**config.mk**
```make
export PLATFORM = sky130hd
export DESIGN_NAME = decoder_cs_arbiter_flat
export DESIGN_NICKNAME = d
export VERILOG_FILES = /design/src/rtl/decoder_ctrl_pkg.sv /design/src/rtl/decoder_cs_arbiter_if.sv /design/src/rtl/rr_arbiter.sv /design/src/rtl/decoder_cs_arbiter.sv /design/src/flat_wrapper.sv
export SDC_FILE = /design/constraint.sdc
export NUM_CORES = 1
export LEC_CHECK = 0
export CAP_MARGIN = 15
export CORE_MARGIN = 2
export CORE_UTILIZATION = 40
export CTS_CLUSTER_DIAMETER = 30
export DETAILED_ROUTE_END_ITERATION = 8
export GPL_ROUTABILITY_DRIVEN = 0
export PLACE_DENSITY = 0.67
export REMOVE_ABC_BUFFERS = 1
export SLEW_MARGIN = 20
export SYNTH_ARGS = -nofsm -noshare
export SYNTH_HDL_FRONTEND = slang
export SYNTH_SLANG_ARGS = --single-unit
```
**constraint.sdc**
```tcl
create_clock -name clk_i -period 4 [get_ports clk_i]
set_input_delay 1 -clock clk_i [delete_from_list [all_inputs] [get_ports clk_i]]
set_output_delay 1 -clock clk_i [all_outputs]
set_load 0.02 [all_outputs]
```
**src/rtl/decoder_ctrl_pkg.sv**
```systemverilog
// Shared types and constants for the 74138 chip-select arbiter.
package decoder_ctrl_pkg;

  localparam int ADDR_W  = 3;
  localparam int NUM_OUT = 8;

  typedef enum logic [1:0] {
    ST_IDLE    = 2'd0,
    ST_SETUP   = 2'd1,
    ST_ACTIVE  = 2'd2,
    ST_RECOVER = 2'd3
  } state_t;

  typedef struct packed {
    logic g1;
    logic g2a_n;
    logic g2b_n;
  } en_pins_t;

  localparam en_pins_t EN_OFF = '{g1: 1'b0, g2a_n: 1'b1, g2b_n: 1'b1};
  localparam en_pins_t EN_ON  = '{g1: 1'b1, g2a_n: 1'b0, g2b_n: 1'b0};

  function automatic int max3(input int a, input int b, input int c);
    int m;
    m = (a > b) ? a : b;
    return (m > c) ? m : c;
  endfunction

endpackage

```
**src/rtl/decoder_cs_arbiter_if.sv**
```systemverilog
// Requester-side bus plus decoder pin bundle for decoder_cs_arbiter.
interface decoder_cs_arbiter_if #(
  parameter int NUM_REQ = 4
);
  import decoder_ctrl_pkg::*;

  // req_i is a level request (valid) held with its addr_i slice; grant_o is the
  // acceptance and done_o pulses once per access; the access runs to completion
  // regardless of what req_i/addr_i do after the grant.
  logic [NUM_REQ-1:0]        req_i;
  logic [NUM_REQ*ADDR_W-1:0] addr_i;
  logic [NUM_REQ-1:0]        grant_o;
  logic [NUM_REQ-1:0]        done_o;
  logic                      busy_o;
  logic                      select_a_o;
  logic                      select_b_o;
  logic                      select_c_o;
  logic                      g1_en_o;
  logic                      g2a_en_n_o;
  logic                      g2b_en_n_o;

  modport slave (
    input  req_i, addr_i,
    output grant_o, done_o, busy_o, select_a_o, select_b_o, select_c_o,
           g1_en_o, g2a_en_n_o, g2b_en_n_o
  );

  modport master (
    output req_i, addr_i,
    input  grant_o, done_o, busy_o, select_a_o, select_b_o, select_c_o,
           g1_en_o, g2a_en_n_o, g2b_en_n_o
  );

endinterface

```
**src/rtl/rr_arbiter.sv**
```systemverilog
// Combinational round-robin picker: first requester at or after ptr, wrapping.
module rr_arbiter #(
  parameter int N     = 4,
  parameter int PTR_W = (N > 1) ? $clog2(N) : 1
) (
  input  logic [N-1:0]     req,
  input  logic [PTR_W-1:0] ptr,
  output logic [N-1:0]     grant,
  output logic             valid
);

  int   idx;
  logic found;

  always_comb begin
    grant = '0;
    found = 1'b0;
    idx   = 0;
    for (int i = 0; i < N; i++) begin
      idx = int'(ptr) + i;
      if (idx >= N) idx = idx - N;
      if (!found && req[idx]) begin
        grant[idx] = 1'b1;
        found      = 1'b1;
      end
    end
  end

  assign valid = |req;

endmodule

```
**src/rtl/decoder_cs_arbiter.sv**
```systemverilog
// Round-robin owner of a shared 3-to-8 decoder with setup/active/recover timing.
module decoder_cs_arbiter
  import decoder_ctrl_pkg::*;
#(
  parameter int NUM_REQ      = 4,
  parameter int SETUP_CYCLES = 1,
  parameter int HOLD_CYCLES  = 4,
  parameter int GAP_CYCLES   = 1
) (
  input  logic                 clk_i,
  input  logic                 rst_n_i,
  decoder_cs_arbiter_if.slave  bus,
  output state_t               state_o
);

  localparam int PTR_W = $clog2(NUM_REQ);
  localparam int CNT_W = $clog2(max3(SETUP_CYCLES, HOLD_CYCLES, GAP_CYCLES) + 1);
  localparam logic [CNT_W-1:0] SETUP_LOAD = CNT_W'(SETUP_CYCLES - 1);
  localparam logic [CNT_W-1:0] HOLD_LOAD  = CNT_W'(HOLD_CYCLES - 1);
  localparam logic [CNT_W-1:0] GAP_LOAD   = CNT_W'(GAP_CYCLES - 1);

  state_t               state_q, state_d;
  logic [CNT_W-1:0]     cnt_q, cnt_d;
  logic [PTR_W-1:0]     ptr_q, ptr_d;
  logic [NUM_REQ-1:0]   grant_q, grant_d;
  logic [NUM_REQ-1:0]   done_q, done_d;
  logic [ADDR_W-1:0]    sel_q, sel_d;
  en_pins_t             en_q, en_d;
  logic                 busy_q, busy_d;

  logic [NUM_REQ-1:0]   arb_grant;
  logic                 arb_valid;
  logic [PTR_W-1:0]     win_idx;
  logic [ADDR_W-1:0]    win_addr;

  rr_arbiter #(.N(NUM_REQ), .PTR_W(PTR_W)) u_rr (
    .req   (bus.req_i),
    .ptr   (ptr_q),
    .grant (arb_grant),
    .valid (arb_valid)
  );

  always_comb begin
    win_idx  = '0;
    win_addr = '0;
    for (int k = 0; k < NUM_REQ; k++) begin
      if (arb_grant[k]) begin
        win_idx  = PTR_W'(k);
        win_addr = bus.addr_i[k*ADDR_W +: ADDR_W];
      end
    end
  end

  always_comb begin
    state_d = state_q;
    cnt_d   = cnt_q;
    ptr_d   = ptr_q;
    grant_d = grant_q;
    sel_d   = sel_q;
    unique case (state_q)
      ST_IDLE: begin
        if (arb_valid) begin
          state_d = ST_SETUP;
          cnt_d   = SETUP_LOAD;
          grant_d = arb_grant;
          sel_d   = win_addr;
          ptr_d   = (win_idx == PTR_W'(NUM_REQ - 1)) ? '0 : win_idx + 1'b1;
        end
      end
      ST_SETUP: begin
        if (cnt_q == '0) begin
          state_d = ST_ACTIVE;
          cnt_d   = HOLD_LOAD;
        end else cnt_d = cnt_q - 1'b1;
      end
      ST_ACTIVE: begin
        if (cnt_q == '0) begin
          state_d = ST_RECOVER;
          cnt_d   = GAP_LOAD;
        end else cnt_d = cnt_q - 1'b1;
      end
      ST_RECOVER: begin
        if (cnt_q == '0) begin
          state_d = ST_IDLE;
          cnt_d   = '0;
          grant_d = '0;
        end else cnt_d = cnt_q - 1'b1;
      end
      default: state_d = ST_IDLE;
    endcase
    // Outputs are derived from the next state so they register alongside it.
    en_d   = (state_d == ST_ACTIVE) ? EN_ON : EN_OFF;
    done_d = (state_d == ST_ACTIVE && cnt_d == '0) ? grant_d : '0;
    busy_d = (state_d != ST_IDLE);
  end

  always_ff @(posedge clk_i) begin
    if (!rst_n_i) begin
      state_q <= ST_IDLE;
      cnt_q   <= '0;
      ptr_q   <= '0;
      grant_q <= '0;
      done_q  <= '0;
      sel_q   <= '0;
      en_q    <= EN_OFF;
      busy_q  <= 1'b0;
    end else begin
      state_q <= state_d;
      cnt_q   <= cnt_d;
      ptr_q   <= ptr_d;
      grant_q <= grant_d;
      done_q  <= done_d;
      sel_q   <= sel_d;
      en_q    <= en_d;
      busy_q  <= busy_d;
    end
  end

  assign bus.grant_o    = grant_q;
  assign bus.done_o     = done_q;
  assign bus.busy_o     = busy_q;
  assign bus.select_a_o = sel_q[0];
  assign bus.select_b_o = sel_q[1];
  assign bus.select_c_o = sel_q[2];
  assign bus.g1_en_o    = en_q.g1;
  assign bus.g2a_en_n_o = en_q.g2a_n;
  assign bus.g2b_en_n_o = en_q.g2b_n;
  assign state_o        = state_q;

endmodule

```
**src/flat_wrapper.sv**
```systemverilog
// flat-port wrapper written by rule: the top's interface ports become plain ports
module decoder_cs_arbiter_flat import decoder_ctrl_pkg::*;
#(
  parameter int NUM_REQ      = 4,
  parameter int SETUP_CYCLES = 1,
  parameter int HOLD_CYCLES  = 4,
  parameter int GAP_CYCLES   = 1
)
  (clk_i, rst_n_i, state_o, bus_req_i, bus_addr_i, bus_grant_o, bus_done_o, bus_busy_o, bus_select_a_o, bus_select_b_o, bus_select_c_o, bus_g1_en_o, bus_g2a_en_n_o, bus_g2b_en_n_o);
  decoder_cs_arbiter_if #(.NUM_REQ(NUM_REQ)) bus_i ();
  input  logic clk_i;
  input  logic rst_n_i;
  output state_t state_o;
  input wire logic [$bits(bus_i.req_i)-1:0] bus_req_i;
  input wire logic [$bits(bus_i.addr_i)-1:0] bus_addr_i;
  output wire logic [$bits(bus_i.grant_o)-1:0] bus_grant_o;
  output wire logic [$bits(bus_i.done_o)-1:0] bus_done_o;
  output wire logic [$bits(bus_i.busy_o)-1:0] bus_busy_o;
  output wire logic [$bits(bus_i.select_a_o)-1:0] bus_select_a_o;
  output wire logic [$bits(bus_i.select_b_o)-1:0] bus_select_b_o;
  output wire logic [$bits(bus_i.select_c_o)-1:0] bus_select_c_o;
  output wire logic [$bits(bus_i.g1_en_o)-1:0] bus_g1_en_o;
  output wire logic [$bits(bus_i.g2a_en_n_o)-1:0] bus_g2a_en_n_o;
  output wire logic [$bits(bus_i.g2b_en_n_o)-1:0] bus_g2b_en_n_o;
  assign bus_i.req_i = bus_req_i;
  assign bus_i.addr_i = bus_addr_i;
  assign bus_grant_o = bus_i.grant_o;
  assign bus_done_o = bus_i.done_o;
  assign bus_busy_o = bus_i.busy_o;
  assign bus_select_a_o = bus_i.select_a_o;
  assign bus_select_b_o = bus_i.select_b_o;
  assign bus_select_c_o = bus_i.select_c_o;
  assign bus_g1_en_o = bus_i.g1_en_o;
  assign bus_g2a_en_n_o = bus_i.g2a_en_n_o;
  assign bus_g2b_en_n_o = bus_i.g2b_en_n_o;
  decoder_cs_arbiter #(.NUM_REQ(NUM_REQ), .SETUP_CYCLES(SETUP_CYCLES), .HOLD_CYCLES(HOLD_CYCLES), .GAP_CYCLES(GAP_CYCLES)) u_core (.clk_i(clk_i), .rst_n_i(rst_n_i), .bus(bus_i), .state_o(state_o));
endmodule
```
==> impl_results.md <==
* Worst-case clock skew at 0.0107 ns
* Switching Fraction at 0.443
* Detail Route Antenna Nets at 0
* EDFF count, synth at 0
* Outcome: completed
* Top cell type's share of synthesized area at 0.305
* Cells after synthesis at 154
* Hold slack at 0.527 ns
* Crit start category: primary input
* H-tree levels at 1
* Comb power frac at 0.608
* Root buf cell: clkbuf_4
* Setup violations, final at 0
* Cell Int Power at 0.579 mW
* Fin. max-slew vios at 0
* Mean post-synth cell area at 8.96 um2
* Hold buffers post-CTS at 0
* Worst Setup Slack, final at 0.908 ns
* Share of layout cells above drive strength 1 at 0.0802
* Final Power at 1.04 mW
* Post-synthesis instance area at 0.00138 mm2
* Post-CTS Setup Bufs at 0
* Hold crit path type: reg -> reg
* Site row count at 21
* GRT overflow at 0
* Post-synth ARST share at 0
* Crit. End Element: flip-flop
* Worst-path clk slew at 0.12 ns
* First-pass GRT wire length at 5.23 mm
* Worst skew pair latency at 0.31 ns
* Top area cells in the synthesized netlist: dfxtp_1 30%, ha_1 11%, mux4_2 6.5%, inv_1 4.6%, nor2b_1 4.1%
* Post-detail-place hpwl at 2.41 mm
* TritonCTS clock tree: built
* WS Path Type: in -> reg
* Die H at 62.7 um
* Distinct cells, synth at 40
* Pwr Density at 588 mW/mm2
* DRC violations left at 0
* Max Freq at 323 MHz
* Total CTS buffers at 3
* Worst endpoint required time at 4.21 ns
* Largest net degree at the start of global routing at 16
* Clock sinks at 21
* Synthesis-to-layout area growth at 28.1%
* First-pass DRT Iterations at 4
* IO buf count at 34
* Core area at 0.00334 mm2
* Total GRT Usage at 0.162
* Arrival time at the worst endpoint at 3.30 ns
* Initial Utilization at 0.414
* Warnings from Yosys at 0
* Tmin final at 3.09 ns
* Antenna Cells at 0
* NetSw at 0.460 mW
* Wirelength per Cell at 13.3 um
* Worst slack, placed at 0.583 ns
* Nets@finish at 218
* Pin slew with the least headroom to its limit at 0.507 ns
* Final hold vios at 0
* FF+latch count, synth at 21
* Initial antenna violation count at 0
* Post-Route Setup TNS at 0 ns
* Vias at 1247
* Worst vdd ir at 0.207 mV
* Via density per instance at 5.35
* Number of global-route vias before repair at 1188
* Drt first-iter violations at 36
* Die ar. at 0.00394 mm2
* Top_reg_cell synth: dfxtp_1
* Yosys top cell by area: dfxtp_1
* Clk network pwr share at 0.104
* Post-Route WL at 3.10 mm
* Cts repair resizes at 0
* Max-cap violations at 0
* Post-synthesis sequential area ratio at 0.305
* Sequential share of power at 0.288
* Fin crit share at 0.773
* IO Count at 35
* RSZ-0062 raised after global routing: false
* Max FO, Critical Path at 11
* CTS Buffer Depth at 2
* Die width at 62.7 um
* Leak pwr at 0.720 nW
* Max-slew headroom at 0.661
## synth_stat cells (2+ instances only)
library cell  count
nor3_1            2
nor2_1           11
buf_6             2
o21ai_0           6
nand3b_1          3
o2111ai_1         3
dfxtp_1          21
a22oi_1           4
ha_1             12
a32o_2            3
mux4_2            4
nor2b_1           9
o211ai_4          2
a21oi_1           9
or3_1             2
a211o_1           4
and2_1            2
nand3_1           4
clkbuf_1          2
inv_1            17
nand2_1          13
## final cells by class
class,instances,area [um2]
fill,338,1570
multi-input combinational,111,858
tap,46,57.6
inverter,17,63.8
clock buffer,3,22.5
timing repair buffer,34,340
clock inverter,1,5.00
sequential,21,420
## power by group through the flow
stage	Combinational [mW]	Clock, mW	Sequential, mW
after global routing	0.690	0.118	0.309
after CTS	0.631	0.109	0.300
after detailed placement	0.629	0	0.305
after floorplan	0.389	0	0.350
after global placement	0.614	0	0.303
final	0.632	0.108	0.300
## flip-flops by register name, summed over array words and instances (netlist names)
name / count
u_core.bus.done_o: 4
u_core.bus.g1_en_o: 1
u_core.bus.grant_o: 4
u_core.cnt_q: 3
u_core.sel_q: 3
u_core.bus.busy_o: 1
u_core.state_o: 2
u_core.ptr_q: 2
u_core.bus.g2b_en_n_o: 1
## through the flow
stage / area (um2) / std cells / util
floorplan: 1340 / 149 / -
global placement: 1740 / 229 / 0.522
detailed placement: 1740 / 229 / 0.522
CTS: 1770 / 233 / 0.530
global route: 1770 / 233 / 0.530
finish: 1770 / 233 / 0.530
## cells by family (layout without fill, tap and decap cells)
kind of cell	Yosys count	count (layout)	share of synthesized area
AND/OR/NAND/NOR	50	50	0.181
AO/OA/AOI/OAI	45	45	0.267
buffers and inverters	22	55	0.0734
flip-flops	21	21	0.305
adder cells (fa/ha/maj)	12	12	0.109
multiplexers	4	4	0.0653
## layer usage
layer	up-vias	part of all wire	global-route usage	wire, um
li1	620	-	-	-
met1	590	0.48	0.217	1500
met2	35	0.47	0.269	1450
met3	2	0.041	0.0252	127
met4	0	0.0071	0.0500	22
met5	-	0	0	0
## final timing paths
path | depth (start not counted) | start | slack, ns | end
worst min-delay path | 1 | u_core.sel_q[1] | 0.53 | u_core.sel_q[1]
worst max-delay path | 7 | bus_req_i[3] | 0.91 | u_core.sel_q[0]
worst min register to register | 1 | u_core.sel_q[1] | 0.53 | u_core.sel_q[1]
worst max register to register | 8 | u_core.ptr_q[0] | 1.28 | u_core.sel_q[0]
## cell usage in the layout (no fill, tap or decap), types with 2 or more instances in the layout
| cell type | count |
|---|---|
| clkdlybuf4s50_1 | 34 |
| dfxtp_1 | 21 |
| inv_1 | 17 |
| nand2_1 | 13 |
| ha_1 | 12 |
| nor2_1 | 11 |
| nor2b_1 | 9 |
| a21oi_1 | 9 |
| o21ai_0 | 6 |
| mux4_2 | 4 |
| a211o_1 | 4 |
| a22oi_1 | 4 |
| nand3_1 | 4 |
| nand3b_1 | 3 |
| o2111ai_1 | 3 |
| a32o_2 | 3 |
| clkbuf_4 | 3 |
| or3_1 | 2 |
| o211ai_4 | 2 |
| nor3_1 | 2 |
| and2_1 | 2 |
## worst max-delay path, cell delays in order
cell             delay, ns
clkdlybuf4s50_1       0.46
mux4_2                0.61
a211o_1               0.35
o211ai_4              0.28
a311o_1               0.23
o2111ai_1             0.12
a32o_2                0.25
No activity file was read; power rests on OpenSTA's default activity.
